File: config.mk
export PLATFORM = sky130hd
export DESIGN_NAME = seg7_symbol_sequencer
export DESIGN_NICKNAME = d
export VERILOG_FILES = /design/src/rtl/seg7_pkg.sv /design/src/rtl/seg7_debounce.sv /design/src/rtl/seg7_symbol_sequencer.sv
export SDC_FILE = /design/constraint.sdc
export NUM_CORES = 1
export LEC_CHECK = 0
export CORE_MARGIN = 2
export CORE_UTILIZATION = 63
export CTS_CLUSTER_DIAMETER = 40
export DETAILED_ROUTE_END_ITERATION = 8
export PLACE_DENSITY = 0.92
export SETUP_SLACK_MARGIN = 0.02
export SYNTH_ARGS = -nofsm -noshare
export SYNTH_HDL_FRONTEND = slang
export SYNTH_SLANG_ARGS = --single-unit
export TNS_END_PERCENT = 30
File: constraint.sdc
create_clock -name clk -period 3.3 [get_ports clk]
set_input_delay 0.66 -clock clk [delete_from_list [all_inputs] [get_ports clk]]
set_output_delay 0.66 -clock clk [all_outputs]
set_load 0.05 [all_outputs]
File: src/rtl/seg7_pkg.sv
// Shared constants for the 7-segment symbol sequencer: glyph table and rate helper.
package seg7_pkg;

  localparam int unsigned GLYPH_N = 16;
  localparam int unsigned SEG_W   = 7;

  // Segment patterns {g,f,e,d,c,b,a} for letters A..P.
  localparam logic [SEG_W-1:0] GLYPH [GLYPH_N] = '{
    7'h77, 7'h7C, 7'h39, 7'h5E, 7'h79, 7'h71, 7'h3D, 7'h76,
    7'h06, 7'h1E, 7'h75, 7'h38, 7'h37, 7'h54, 7'h3F, 7'h73
  };

  localparam logic [SEG_W-1:0] SEG_BLANK = 7'h00;

  // Step period in clock cycles for a given rate select.
  function automatic logic [31:0] rate_period(input logic [31:0] tick_div,
                                              input logic [1:0]  rate);
    return tick_div >> rate;
  endfunction

endpackage

File: src/rtl/seg7_debounce.sv
// Level debouncer: output follows the synchronised input once it has differed
// for DEB_CYCLES consecutive cycles; rise flags the cycle the level goes high.
module seg7_debounce #(
  parameter int unsigned DEB_CYCLES = 250_000
) (
  input  logic clk,
  input  logic rst_n,
  input  logic din_sync,
  output logic dout,
  output logic rise
);

  localparam int unsigned CNT_W = (DEB_CYCLES > 1) ? $clog2(DEB_CYCLES) : 1;

  logic [CNT_W-1:0] cnt_q, cnt_d;
  logic             dout_q, dout_d;
  logic             flip_c;

  // Count consecutive disagreeing samples; flip the level on the last one.
  always_comb begin
    cnt_d  = '0;
    dout_d = dout_q;
    flip_c = (din_sync != dout_q) && (cnt_q == CNT_W'(DEB_CYCLES - 1));
    if (din_sync != dout_q) begin
      if (flip_c) begin
        dout_d = din_sync;
      end else begin
        cnt_d = cnt_q + CNT_W'(1);
      end
    end
  end

  // Debouncer state.
  always_ff @(posedge clk or negedge rst_n) begin
    if (!rst_n) begin
      cnt_q  <= '0;
      dout_q <= 1'b0;
    end else begin
      cnt_q  <= cnt_d;
      dout_q <= dout_d;
    end
  end

  assign dout = dout_q;
  // Same-cycle pulse so the step lands on the edge the level is accepted.
  assign rise = flip_c & din_sync;

endmodule

File: src/rtl/seg7_symbol_sequencer.sv
// Steps an index through a glyph table on prescaler ticks or debounced button
// presses, and drives one 7-segment digit plus a pause indicator.
module seg7_symbol_sequencer
  import seg7_pkg::*;
#(
  parameter int unsigned  TICK_DIV    = 25_000_000,
  parameter int unsigned  SYMBOLS     = 16,
  parameter int unsigned  DEB_CYCLES  = 250_000,
  parameter bit           SEG_ACT_LOW = 1'b0,
  localparam int unsigned IDX_W       = $clog2(SYMBOLS)
) (
  input  logic             clk,
  input  logic             rst_n,
  input  logic             en,
  input  logic             dir,
  input  logic [1:0]       rate,
  input  logic             step_btn,
  input  logic             load,
  input  logic [IDX_W-1:0] load_idx,
  output logic [IDX_W-1:0] idx,
  output logic [SEG_W-1:0] seg,
  output logic             dp,
  output logic             wrap
);

  localparam int unsigned      CNT_W    = $clog2(TICK_DIV);
  localparam logic [IDX_W-1:0] IDX_LAST = IDX_W'(SYMBOLS - 1);
  localparam logic [SEG_W-1:0] SEG_MASK = {SEG_W{SEG_ACT_LOW}};

  logic [CNT_W-1:0] cnt_q, cnt_d;
  logic [31:0]      per_m1_c;
  logic             tick_c;
  logic             btn_meta_q, btn_sync_q;
  logic             deb_level, deb_rise;
  logic             step_c, adv_c;
  logic [IDX_W-1:0] idx_q, idx_d;
  logic             wrap_q, wrap_d;
  logic [SEG_W-1:0] seg_q, seg_d;
  logic             dp_q, dp_d;
  logic [3:0]       glyph_sel_c;

  // Prescaler: compare against the current rate's period, restart on tick.
  always_comb begin
    per_m1_c = rate_period(32'(TICK_DIV), rate) - 32'd1;
    tick_c   = (32'(cnt_q) >= per_m1_c);
    cnt_d    = cnt_q + CNT_W'(1);
    if (!en || load || tick_c) begin
      cnt_d = '0;
    end
  end

  // Two-flop synchroniser for the raw push button.
  always_ff @(posedge clk or negedge rst_n) begin
    if (!rst_n) begin
      btn_meta_q <= 1'b0;
      btn_sync_q <= 1'b0;
    end else begin
      btn_meta_q <= step_btn;
      btn_sync_q <= btn_meta_q;
    end
  end

  seg7_debounce #(
    .DEB_CYCLES (DEB_CYCLES)
  ) u_debounce (
    .clk      (clk),
    .rst_n    (rst_n),
    .din_sync (btn_sync_q),
    .dout     (deb_level),
    .rise     (deb_rise)
  );

  // A press only counts while the accepted level is still low.
  assign step_c = deb_rise & ~deb_level;
  assign adv_c  = (en & tick_c) | step_c;

  // Index next state: load wins, otherwise a single advance with wrap.
  always_comb begin
    idx_d = idx_q;
    if (load) begin
      idx_d = ({1'b0, load_idx} > (IDX_W + 1)'(SYMBOLS - 1)) ? IDX_LAST : load_idx;
    end else if (adv_c) begin
      if (!dir) begin
        idx_d = (idx_q == IDX_LAST) ? '0 : idx_q + IDX_W'(1);
      end else begin
        idx_d = (idx_q == '0) ? IDX_LAST : idx_q - IDX_W'(1);
      end
    end
  end

  // Registered outputs: wrap with the index update, glyph and dp one cycle behind.
  always_comb begin
    wrap_d      = 1'b0;
    seg_d       = SEG_BLANK;
    dp_d        = 1'b0;
    glyph_sel_c = 4'(idx_q);
    if (!load && adv_c) begin
      wrap_d = dir ? (idx_q == '0) : (idx_q == IDX_LAST);
    end
    seg_d = GLYPH[glyph_sel_c] ^ SEG_MASK;
    dp_d  = ~en ^ SEG_ACT_LOW;
  end

  // State and output registers.
  always_ff @(posedge clk or negedge rst_n) begin
    if (!rst_n) begin
      cnt_q  <= '0;
      idx_q  <= '0;
      wrap_q <= 1'b0;
      seg_q  <= GLYPH[0] ^ SEG_MASK;
      dp_q   <= 1'b1 ^ SEG_ACT_LOW;
    end else begin
      cnt_q  <= cnt_d;
      idx_q  <= idx_d;
      wrap_q <= wrap_d;
      seg_q  <= seg_d;
      dp_q   <= dp_d;
    end
  end

  assign idx  = idx_q;
  assign seg  = seg_q;
  assign dp   = dp_q;
  assign wrap = wrap_q;

endmodule

; ---- Word level (Yosys, flattened, before mapping)
; Memory sizes are Yosys's and may differ from the RTL's. A register that Yosys moved wholly into a read port is not among the register bits.
; Index checks and enable logic that the tools add are counted.
[op_classes]
order_cmp = 1
n_addsub = 5
mux = 10
n_bitwise = 7
n_shift = 1
eq_ne = 3
n_reduce_logical = 10
[ops]
columns = operator, n
row1 = 2-to-1 mux 18 bit, 2
row2 = greater-or-equal comparator 25 x 32 -> 1 bit, 1
row3 = >> shifter 25 x 2 -> 32 bit (first input constant), 1
row4 = subtractor 32 x 1 -> 32 bit (second input constant), 1
row5 = adder 25 x 1 -> 25 bit (second input constant), 1
row6 = 2-to-1 mux 25 bit, 1
row7 = 2-to-1 mux 4 bit, 5
row8 = adder 18 x 1 -> 18 bit (second input constant), 1
row9 = equality test 18 bit (second input constant), 1
row10 = inverter 4 -> 5 bit, 1
row11 = adder 4 x 1 -> 4 bit (second input constant), 1
row12 = equality test 4 bit (second input constant), 1
row13 = zero test 4 bit, 1
row14 = subtractor 4 x 1 -> 4 bit (second input constant), 1
row15 = AND 1 bit, 3
row16 = zero test 1 bit, 3
row17 = logical AND 1 bit, 2
row18 = logical OR 1 bit, 2
row19 = 2-to-1 mux 1 bit, 2
row20 = inverter 1 bit, 2
row21 = AND reduction 2 bit, 1
row22 = nonzero test 2 bit, 1
row23 = != test 1 bit, 1
row24 = OR 1 bit, 1
[totals]
mem_bits_ro = 112
out_inout_bits = 13
inputBits = 12
n_memories = 1
register_bits = 52
[memory_table]
columns = name, depth, width, rd, rd_clocked_by_memory_dff, wr, line_no
row1 = (name not given), 16, 7, 1, 1, 0, seg7_symbol_sequencer.sv:100  ; seg_d = GLYPH[glyph_sel_c] ^ SEG_MASK;

; ---- Logic depth before layout (Yosys ltp)
[depth]
ltp_word = 7
mapped_depth = 11
depth_no_buf = 10

; ---- Modules after synthesis
; From an unflattened synthesis, not the netlist that was laid out.
[hier_totals]
hier_cells = 363
area_unflattened_um2 = 3524.6
[by_module_without_submodules]
columns = mod, area_per_inst_um2, cells_each, seq_area_each_um2, instances
row1 = seg7_symbol_sequencer, 2572.5, 267, 1009.7, 1
row2 = seg7_debounce, 952.2, 96, 475.5, 1

; ---- Worst setup path after synthesis
; Ideal clock, no wire load.
[synth_timing]
kind = in2reg
from = in rate[1]
to = reg idx_q[3] (netlist: idx[3])
path_slack_ns = 0.650
stages = 9
arrival_time_ns = 2.563
setup_ns = 0.087
path_buffers = 0
required_time_ns = 3.213
path_cell_list = inv_1 > nand2_1 > ha_1 > a211o_1 > a221oi_2 > o41ai_1 > o211a_1 > or4_1 > o211ai_1
[synth_via]
elab_chain_len = 6
[synth_rtl]
columns = element, line_no
row1 = "start, declared", seg7_symbol_sequencer.sv:16  ; input logic [1:0] rate,
row2 = >> shifter 25 x 2 -> 32 bit, seg7_pkg.sv:18  ; return tick_div >> rate;
row3 = subtractor 32 x 1 -> 32 bit, seg7_symbol_sequencer.sv:44  ; per_m1_c = rate_period(32'(TICK_DIV), rate) - 32'd1;
row4 = greater-or-equal comparator 25 x 32 -> 1 bit, seg7_symbol_sequencer.sv:45  ; tick_c = (32'(cnt_q) >= per_m1_c);
row5 = AND 1 bit, seg7_symbol_sequencer.sv:75  ; assign adv_c = (en & tick_c) | step_c;
row6 = OR 1 bit, seg7_symbol_sequencer.sv:75
row7 = nonzero test 2 bit (no line), -
row8 = "end signal, assigned", seg7_symbol_sequencer.sv:114  ; idx_q <= idx_d;
row9 = "end, declared", seg7_symbol_sequencer.sv:36  ; logic [IDX_W-1:0] idx_q, idx_d;
; No other way between the ends.
; A chain may end at the register's enable or synchronous reset.

; ---- Worst setup path in the final report
; Ends and elaborated chain as after synthesis.

==> impl_metrics.toml <==
[outcome]
status = "finished, final reports clean"

[drt]
via_count = 2674
drc = 0
viasPerCell = 5.70
wire_per_inst_microns = 14.4
drtAntennaViolNets = 0
dr.first_iter.drc_count = 182
dr.pass1.iters = 4
wirelength_mm = 6.76

[global_route]
grt_pass1_vias = 2637
groute.usage.overall_pct = 25.0
antenna_found_initial = 0
grt_pass1_wl_mm = 11.9
overflow = 0
grtUsageMet1_pct = 32.4
met2_usage_pct = 39.5
grt_busiest_layer = "met2"
grtUsageMet3_pct = 5.12
grt_max_degree = 34

[die]
initial_utilization_pct = 66.0
num_rows = 26
die_h_microns = 77.6
io-pin-count = 25
dieArea_sq_um = 6020
core_area_sq_um = 5170
die_w_microns = 77.6

[yosys]
yosys.cell_types.count = 47
syn_area_sq_um = 3410
synth_edf_count = 0
syn_inst = 364
avgSynthCellArea_sq_um = 9.38
synth_warnings = 0
ys_ff_latch = 59
synth-async-reset-ratio_pct = 100
ys_seq_area_share_pct = 43.5
synth_flop_cell = "dfrtp_1"

[critical_path]
worstSetupPathType = "input port to register"
reg2reg_setup_slack_ps = 860
worstPathArrival_ps = 3230
crit_path_start_kind = "input port"
worstReg2RegStart = "cnt_q[5]"
crit_buf_inv = 2
critPathCaptureType = "register"
crit_fanout = 6
cpMaxStageDelayCell = "or4_1"
reg2reg_depth = 7
worstPathRequired_ps = 3560
path_delay_family = "compound AO/OA/AOI/OAI gates"
cp_cell_sequence = "clkdlybuf4s50_1 -> inv_1 -> nand2_1 -> ha_1 -> a211o_1 -> a221oi_2 -> o41ai_1 -> o211a_1 -> or4_1 -> o211ai_1"
critPathMaxStageDelay_ps = 500
r2r-end = "idx[3]"
crit_path_start = "rate[1]"

[power]
irDropWorstVdd_uv = 349
p_per_area_nw_per_um2 = 405
total_leakage_power_nw = 1.81

[timing]
hold_violations = 0
min_period_ps = 2970
rsz0062_at_grt = "false"
finalCritPeriodShare_pct = 90.0
fin_skew_ps = 7.34
fin_ws_ps = 328
worst_slew_pin_slew_ps = 1200
relSlewSlack_pct = 19.9
drv_slew = 0
fmax_mhz = 337
setup_violations = 0

[finish]
layout-drive-gt1-share_pct = 8.52
layout_common_cells = "64 x nor2_1, 52 x dfrtp_1, 29 x ha_1, 25 x nand2_1, 24 x inv_1"
final_cell_count_no_fill = 469
synthToLayoutAreaGrowth_pct = 14.3
layout_commonest_cell = "nor2_1"
final_nets = 435
num_antenna_cells = 0

[clock_tree]
clock-root-buffer = "clkbuf_8"
htreeDepth = 3
clock_path_buffers = 2
clock-sinks = 59
cts_buffers = 9
cts_setup_buffers = 0
clk_latency_ps = 340
clkSlewWorstSetupHoldPaths_ps = 70
postCtsHoldBufs = 0
post_cts_resized = 0
cts_tree = "built"

[placement]
dpl.hpwl_mm = 4.99
dpl.cell_count = 453
routabilityCongestion = 0.884
place_ws_ps = -22.2
port_buffers = 24

[run]
max-cap-violations = 0

[hold_path]
hp-class = "input port to asynchronous set/reset pin"
[kinds of logic (layout without fill, tap and decap cells)]
kind of cell               Yosys count  after routing  share of synthesized area, %
buffers and inverters               34             68                          3.81
other                                2              3                         0.220
AOI/OAI and AO/OA                   48             48                          9.75
and+or+nand+nor                    150            150                          20.4
DFF                                 59             59                          43.5
muxes                                3              3                          1.65
adders and majority gates           29             29                          10.6
xor gates and xnor gates            39             39                          10.0
[worst max path at each step]
| stage | endpoint | slack (ps) | cells past startpoint |
|---|---|---|---|
| floorplan | idx[3] | 650 | 9 |
| global placement | idx[3] | 100 | 10 |
| detailed placement | idx[3] | -20 | 10 |
| CTS | idx[3] | 340 | 10 |
| global route | idx[3] | 240 | 10 |
| finish | idx[3] | 330 | 10 |
[state kept, by name, indices dropped and copies added, names as in the netlist]
name and count:
btn_meta_q 1, btn_sync_q 1, cnt_q 25, dp 1, idx 4, seg 7, u_debounce.cnt_q 18, u_debounce.dout 1
wrap 1
[per-layer routing]
| metal | share of wire (%) | wire length (microns) | up-vias |
|---|---|---|---|
| met4 | 2.1 | 140 | 0 |
| met1 | 46 | 3070 | 1293 |
| li1 | - | - | 1305 |
| met5 | 0 | 0 | - |
| met2 | 48 | 3240 | 62 |
| met3 | 4.4 | 300 | 14 |
[stage by stage]
step	hold WS, ps	area, sq um	utilization (%)	TNS (ps)	power [W]
3_3_place_gp	340	3730	72.1	0	0.00102
3_5_place_dp	359	3730	72.1	-22.2	0.00103
4_1_cts	384	3900	75.4	0	0.00160
2_1_floorplan	331	3420	-	0	0.000943
6_report	367	3900	75.4	0	0.00158
5_1_grt	393	3900	75.4	0	0.00166
[cell type report]
cell class / count / area, sq um
Clock buffer: 10 / 128
Clock inverter: 6 / 42.5
Fill cell: 358 / 1270
Inverter: 24 / 90.1
Multi-Input combinational cell: 272 / 1800
Sequential cell: 59 / 1490
Tap cell: 70 / 87.6
Timing Repair Buffer: 28 / 265
[power by group]
part,leakage [nW],internal (W),switching (W)
Sequential,0.782,0.000753,0.0000258
Combinational,0.943,0.0000867,0.000153
Clock,0.0822,0.000271,0.000291
Total,1.81,0.00111,0.000469
[cells in the mapped netlist, types with 3 or more instances]
| library cell | count | area, sq um |
|---|---|---|
| clkbuf_1 | 8 | 30.0 |
| nand3_1 | 19 | 95.1 |
| inv_1 | 24 | 90.1 |
| and3_1 | 13 | 81.3 |
| ha_1 | 29 | 363 |
| dfstp_2 | 7 | 184 |
| dfrtp_1 | 52 | 1300 |
| xnor2_1 | 19 | 166 |
| o41ai_1 | 3 | 26.3 |
| o21ai_0 | 9 | 45.0 |
| nand2_1 | 25 | 93.8 |
| nor2_1 | 64 | 240 |
| nor3_1 | 6 | 30.0 |
| nand4_1 | 8 | 50.1 |
| a211oi_1 | 3 | 22.5 |
| xor2_1 | 20 | 175 |
| o21a_1 | 3 | 22.5 |
| a21oi_1 | 12 | 60.1 |
| nor4_1 | 3 | 18.8 |
Note: power is estimated with default switching activity, not from simulation.
